<file path="src/rtl/pipe_pkg.sv">
// Shared pipeline types: forward-select codes, width defaults and the
// per-stage control bundle tracked through EX, MEM and WB.
package pipe_pkg;

  localparam int DEF_DATA_W = 32;
  localparam int DEF_REG_AW = 5;

  localparam logic [1:0] FWD_REG = 2'b00;
  localparam logic [1:0] FWD_WB  = 2'b01;
  localparam logic [1:0] FWD_MEM = 2'b10;

  typedef struct packed {
    logic                  valid;
    logic [DEF_REG_AW-1:0] rd;
    logic                  reg_write;
    logic                  mem_read;
  } stage_ctl_t;

endpackage

</file>
<file path="src/rtl/fwd_sel_gen.sv">
// Operand forward-select comparator for one source register.
// Nearest producer wins; source x0 and unused sources select the regfile.
module fwd_sel_gen
  import pipe_pkg::*;
#(
  parameter int REG_AW = DEF_REG_AW
) (
  input  logic [REG_AW-1:0] src,
  input  logic              src_used,
  input  stage_ctl_t        ex_ctl,
  input  stage_ctl_t        mem_ctl,
  output logic [1:0]        sel
);

  logic ex_hit;
  logic mem_hit;

  assign ex_hit = ex_ctl.valid
                & ex_ctl.reg_write
                & (ex_ctl.rd == src);

  assign mem_hit = mem_ctl.valid
                 & mem_ctl.reg_write
                 & (mem_ctl.rd == src);

  always_comb begin
    sel = FWD_REG;
    if (src_used && (src != '0)) begin
      if (ex_hit) begin
        sel = FWD_MEM;
      end else if (mem_hit) begin
        sel = FWD_WB;
      end
    end
  end

endmodule

</file>
<file path="src/rtl/ex_hazard_forward_ctrl.sv">
// ID/EX register with load-use stall, branch flush and forward selects.
// HAZ_PERF_CNT_EN adds stall_cnt/flush_cnt event counters.
module ex_hazard_forward_ctrl
  import pipe_pkg::*;
#(
  parameter int DATA_W = DEF_DATA_W,
  parameter int REG_AW = DEF_REG_AW
) (
  input  logic              clk,
  input  logic              rst_n,
  input  logic              id_valid,
  input  logic [REG_AW-1:0] id_rs1,
  input  logic [REG_AW-1:0] id_rs2,
  input  logic              id_use_rs2,
  input  logic [REG_AW-1:0] id_rd,
  input  logic              id_reg_write,
  input  logic              id_mem_read,
  input  logic [DATA_W-1:0] id_rd1,
  input  logic [DATA_W-1:0] id_rd2,
  input  logic              flush,
  output logic              ex_valid,
  output logic [DATA_W-1:0] ex_rd1,
  output logic [DATA_W-1:0] ex_rd2,
  output logic [REG_AW-1:0] ex_rd,
  output logic              ex_reg_write,
  output logic              ex_mem_read,
  output logic [1:0]        fwd_a,
  output logic [1:0]        fwd_b,
  output logic              stall
`ifdef HAZ_PERF_CNT_EN
  ,
  output logic [31:0]       stall_cnt,
  output logic [31:0]       flush_cnt
`endif
);

  stage_ctl_t ex_s;
  stage_ctl_t mem_s;
  stage_ctl_t wb_s;
  stage_ctl_t ex_nxt;

  logic [1:0] sel_a;
  logic [1:0] sel_b;
  logic       hz;
  logic       bubble;

  assign hz = ex_s.valid
            & ex_s.mem_read
            & (ex_s.rd != '0)
            & id_valid
            & ((id_rs1 == ex_s.rd)
               | (id_use_rs2 & (id_rs2 == ex_s.rd)));

  assign stall  = hz & ~flush;
  assign bubble = flush | hz;

  fwd_sel_gen #(.REG_AW(REG_AW)) u_fwd_a (
    .src      (id_rs1),
    .src_used (1'b1),
    .ex_ctl   (ex_s),
    .mem_ctl  (mem_s),
    .sel      (sel_a)
  );

  fwd_sel_gen #(.REG_AW(REG_AW)) u_fwd_b (
    .src      (id_rs2),
    .src_used (id_use_rs2),
    .ex_ctl   (ex_s),
    .mem_ctl  (mem_s),
    .sel      (sel_b)
  );

  // A bubble keeps rd but drops every control bit
  always_comb begin
    ex_nxt           = '0;
    ex_nxt.rd        = id_rd;
    if (!bubble) begin
      ex_nxt.valid     = id_valid;
      ex_nxt.reg_write = id_valid & id_reg_write;
      ex_nxt.mem_read  = id_valid & id_mem_read;
    end
  end

  always_ff @(posedge clk or negedge rst_n) begin
    if (!rst_n) begin
      ex_s   <= '0;
      mem_s  <= '0;
      wb_s   <= '0;
      ex_rd1 <= '0;
      ex_rd2 <= '0;
      fwd_a  <= FWD_REG;
      fwd_b  <= FWD_REG;
    end else begin
      ex_s   <= ex_nxt;
      mem_s  <= ex_s;
      wb_s   <= mem_s;
      ex_rd1 <= id_rd1;
      ex_rd2 <= id_rd2;
      fwd_a  <= bubble ? FWD_REG : sel_a;
      fwd_b  <= bubble ? FWD_REG : sel_b;
    end
  end

  assign ex_valid     = ex_s.valid;
  assign ex_rd        = ex_s.rd;
  assign ex_reg_write = ex_s.reg_write;
  assign ex_mem_read  = ex_s.mem_read;

  // Write-back never carries a write from an empty slot
  a_wb_ctl: assert property (
    @(posedge clk) disable iff (!rst_n)
    wb_s.reg_write |-> wb_s.valid
  );

`ifdef HAZ_PERF_CNT_EN
  always_ff @(posedge clk or negedge rst_n) begin
    if (!rst_n) begin
      stall_cnt <= '0;
      flush_cnt <= '0;
    end else begin
      if (stall) stall_cnt <= stall_cnt + 32'd1;
      if (flush) flush_cnt <= flush_cnt + 32'd1;
    end
  end
`endif

endmodule

</file>
<file path="config.mk">
export PLATFORM = sky130hd
export DESIGN_NAME = ex_hazard_forward_ctrl
export DESIGN_NICKNAME = d
export VERILOG_FILES = /design/src/rtl/pipe_pkg.sv /design/src/rtl/fwd_sel_gen.sv /design/src/rtl/ex_hazard_forward_ctrl.sv
export SDC_FILE = /design/constraint.sdc
export NUM_CORES = 1
export LEC_CHECK = 0
export CAP_MARGIN = 0
export CORE_MARGIN = 8
export CORE_UTILIZATION = 33
export CTS_BUF_LIST = sky130_fd_sc_hd__clkbuf_8
export DETAILED_ROUTE_END_ITERATION = 10
export PLACE_DENSITY = 0.78
export SLEW_MARGIN = 20
export SYNTH_ARGS = -nofsm -noshare
export SYNTH_HDL_FRONTEND = slang
export SYNTH_SLANG_ARGS = --single-unit
</file>
<file path="constraint.sdc">
create_clock -name clk -period 1.7 [get_ports clk]
set_clock_uncertainty 0.1 [all_clocks]
set_input_delay 0.34 -clock clk [delete_from_list [all_inputs] [get_ports clk]]
set_output_delay 0.34 -clock clk [all_outputs]
set_load 0.01 [all_outputs]
</file>
==> run metrics <==
TritonCTS clock tree=built; Initial Util=0.3399; Cells after Synth=134; PortBufs=162; die height=102.2 um; Core ar.=7214 um^2; Min Hold Slack=0.3247 ns; Crit. Startpoint=ex_rd[1]; violated checks=setup timing; Final ANT Viol Nets=0; worst rel slew slack=0.7786; final cell count without fillers=439; # clock sinks=83; setup TNS=-1.848 ns; Seq/Total Area, Yosys=0.8469; Inserted Diodes=0; CP required=1.26 ns; Max Freq=0.4318 GHz; wire per inst=17.04 um; synthesis-stage register bit count=83; share of post-route cells with drive strength above 1=0.1794; Reg-to-Reg Start=ex_rd[1]; Reg2Reg Capture Point=ex_mem_read; pre-CTS setup slack=-1.024 ns; Tot Pwr=4012 uW; crit end category=primary output; final hold vios=0; minimum clock period=2.316 ns; outcome=finished with violations; clock network latency to the later pin of the worst-skew pair=0.34 ns; half-perimeter wire length after placement=5898 um; grt ovf=0; dominant cells by area after synthesis=dfrtp_1 85%, xor2_1 4.6%, xnor2_1 2.5%; PwrDens=841.9 nW/um^2; Post-Syn Nets=220; worst hold endpoint=ex_rd1[31]; 1st-iter DRT viols=38; Detailed Routing Iterations Pass 1=2; final worst path period share=1.362; hold_sp=id_rd1[31]; RSZ-0062 raised after global routing=yes; synthesized area=2452 um^2; Final WS setup=-0.6160 ns; Synth Area per Inst=18.30 um^2; Ys Warns=0; Longest Clk Path Bufs=2; WS Path Type=register to primary output; GRT Total Usage=0.1458; Lkg Pwr=0.002347 uW; share of the synthesized area in the top cell type=0.8469; clock root buffer=clkbuf_8; area leader, netlist=dfrtp_1; Least-Margin Pin Slew=0.3321 ns; CTS Buf Count=9; H-tree depth=3; placed insts=419; Vias=1845; worst r2r path cells=6; synth-to-layout area growth=94.29%; largest net degree at the start of global routing=45; Crit path arrival time=1.88 ns; maximum capacitance violations=0; count of different cell masters after synthesis=19; Crit Path Max Fanout=4; max-slew violation count=0; initial antenna violation count=0; Reg clk slew, reported paths=0.09 ns; worst ir drop on vdd=0.5986 mV; Setup violations, final=7; DRC viols=0; Ports=163; nets=421; Vias per Instance=4.203; vias in the first global route=2181; critical path startpoint category=register; global-route wire length before repair=11350 um; worst min path class=input port to register; Site Rows=31; fill count=548; reg2reg setup slack=-0.30 ns; WHS Path Cells=1; die area=10450 um^2; Total Routed Length=7482 um; die width=102.2 um; Placer Congestion=0.7945
[cell usage in the layout, fill, tap and decap left out, drive strengths merged, types with 3 or more instances in the layout]
master | netlist | layout
clkdlybuf4s50 | 0 | 108
dfrtp | 83 | 83
dlymetal6s2s | 0 | 37
buf | 0 | 30
xor2 | 13 | 13
clkbuf | 0 | 11
dlygate4sd2 | 0 | 11
xnor2 | 7 | 7
nor3 | 6 | 6
nand3 | 3 | 3
nand2 | 3 | 3
clkdlybuf4s15 | 0 | 3
nor2 | 3 | 3
inv | 0 | 3
[routing by layer]
layer	global-route usage	routed length (um)
met1	0.1401	2381
met2	0.2454	3932
met3	0.09877	1059
met4	0.04628	109
met5	0	0
[worst max path at each step]
stage,depth (start not counted),to
final,5,stall
after CTS,5,stall
after detailed placement,7,stall
after global routing,7,stall
after global placement,7,stall
after floorplan,4,stall
[sequential cells by signal, indices dropped and copies added, names as in the netlist]
name          count
ex_rd1           32
ex_rd2           32
mem_s             7
ex_rd             5
fwd_a             2
fwd_b             2
ex_mem_read       1
ex_reg_write      1
ex_valid          1
[timing repair]
| action | CTS | global route |
|---|---|---|
| gates cloned | 0 | 0 |
| setup buffers | 2 | 1 |
| resized for setup | 31 | 46 |
| endpoints found under the setup margin | 22 | 48 |
| hold buffers | 1 | 0 |
| hold endpoints to repair | 23 | 0 |
| pin swaps | 5 | 3 |
[synthesized netlist by cell type, drive strengths merged]
library cell  number
nor2b              2
nor4               2
or4                2
nand3              3
xor2              13
nor3b              1
xnor2              7
nand4              2
nor2               3
and3               1
dfrtp             83
o21ai              1
nand2              3
and4bb             2
o2111ai            1
nor3               6
a21oi              2
[logic make-up (layout without fill, tap and decap cells)]
| logic type | after synthesis | after routing | synth area share |
|---|---|---|---|
| xor+xnor | 20 | 20 | 0.07143 |
| compound gates | 4 | 4 | 0.01377 |
| flops | 83 | 83 | 0.8469 |
| simple gates | 27 | 27 | 0.06785 |
| buf+inv | 0 | 206 | 0 |
[through the flow]
stage | utilization | area [um^2]
floorplan | - | 2462
global placement | 0.6096 | 4398
detailed placement | 0.6096 | 4398
CTS | 0.6415 | 4628
global route | 0.6604 | 4765
finish | 0.6604 | 4765
[area by class of cell]
cell class / count / area (um^2) / area share
Sequential cell: 83 / 2081 / 0.4367
Timing Repair Buffer: 190 / 1923 / 0.4036
Multi-Input combinational cell: 51 / 441.7 / 0.09270
Clock buffer: 11 / 151.4 / 0.03178
Tap cell: 99 / 123.9 / 0.02600
Clock inverter: 5 / 43.79 / 0.009191
[critical path: stages (launching register included)]
cell	delay (ns)
dfrtp_2	0.44
or4_4	0.57
o2111ai_4	0.22
a21oi_2	0.06
nor2b_4	0.13
buf_6	0.12
[where the power goes]
group | total (uW) | internal [uW] | leakage [uW] | switching, uW
logic | 564 | 361 | 0.00127 | 203
clock network | 1340 | 631 | 0.0000945 | 712
registers | 2100 | 2070 | 0.000981 | 37.4
total | 4010 | 3060 | 0.00235 | 953
No activity file was read; power rests on OpenSTA's default activity.
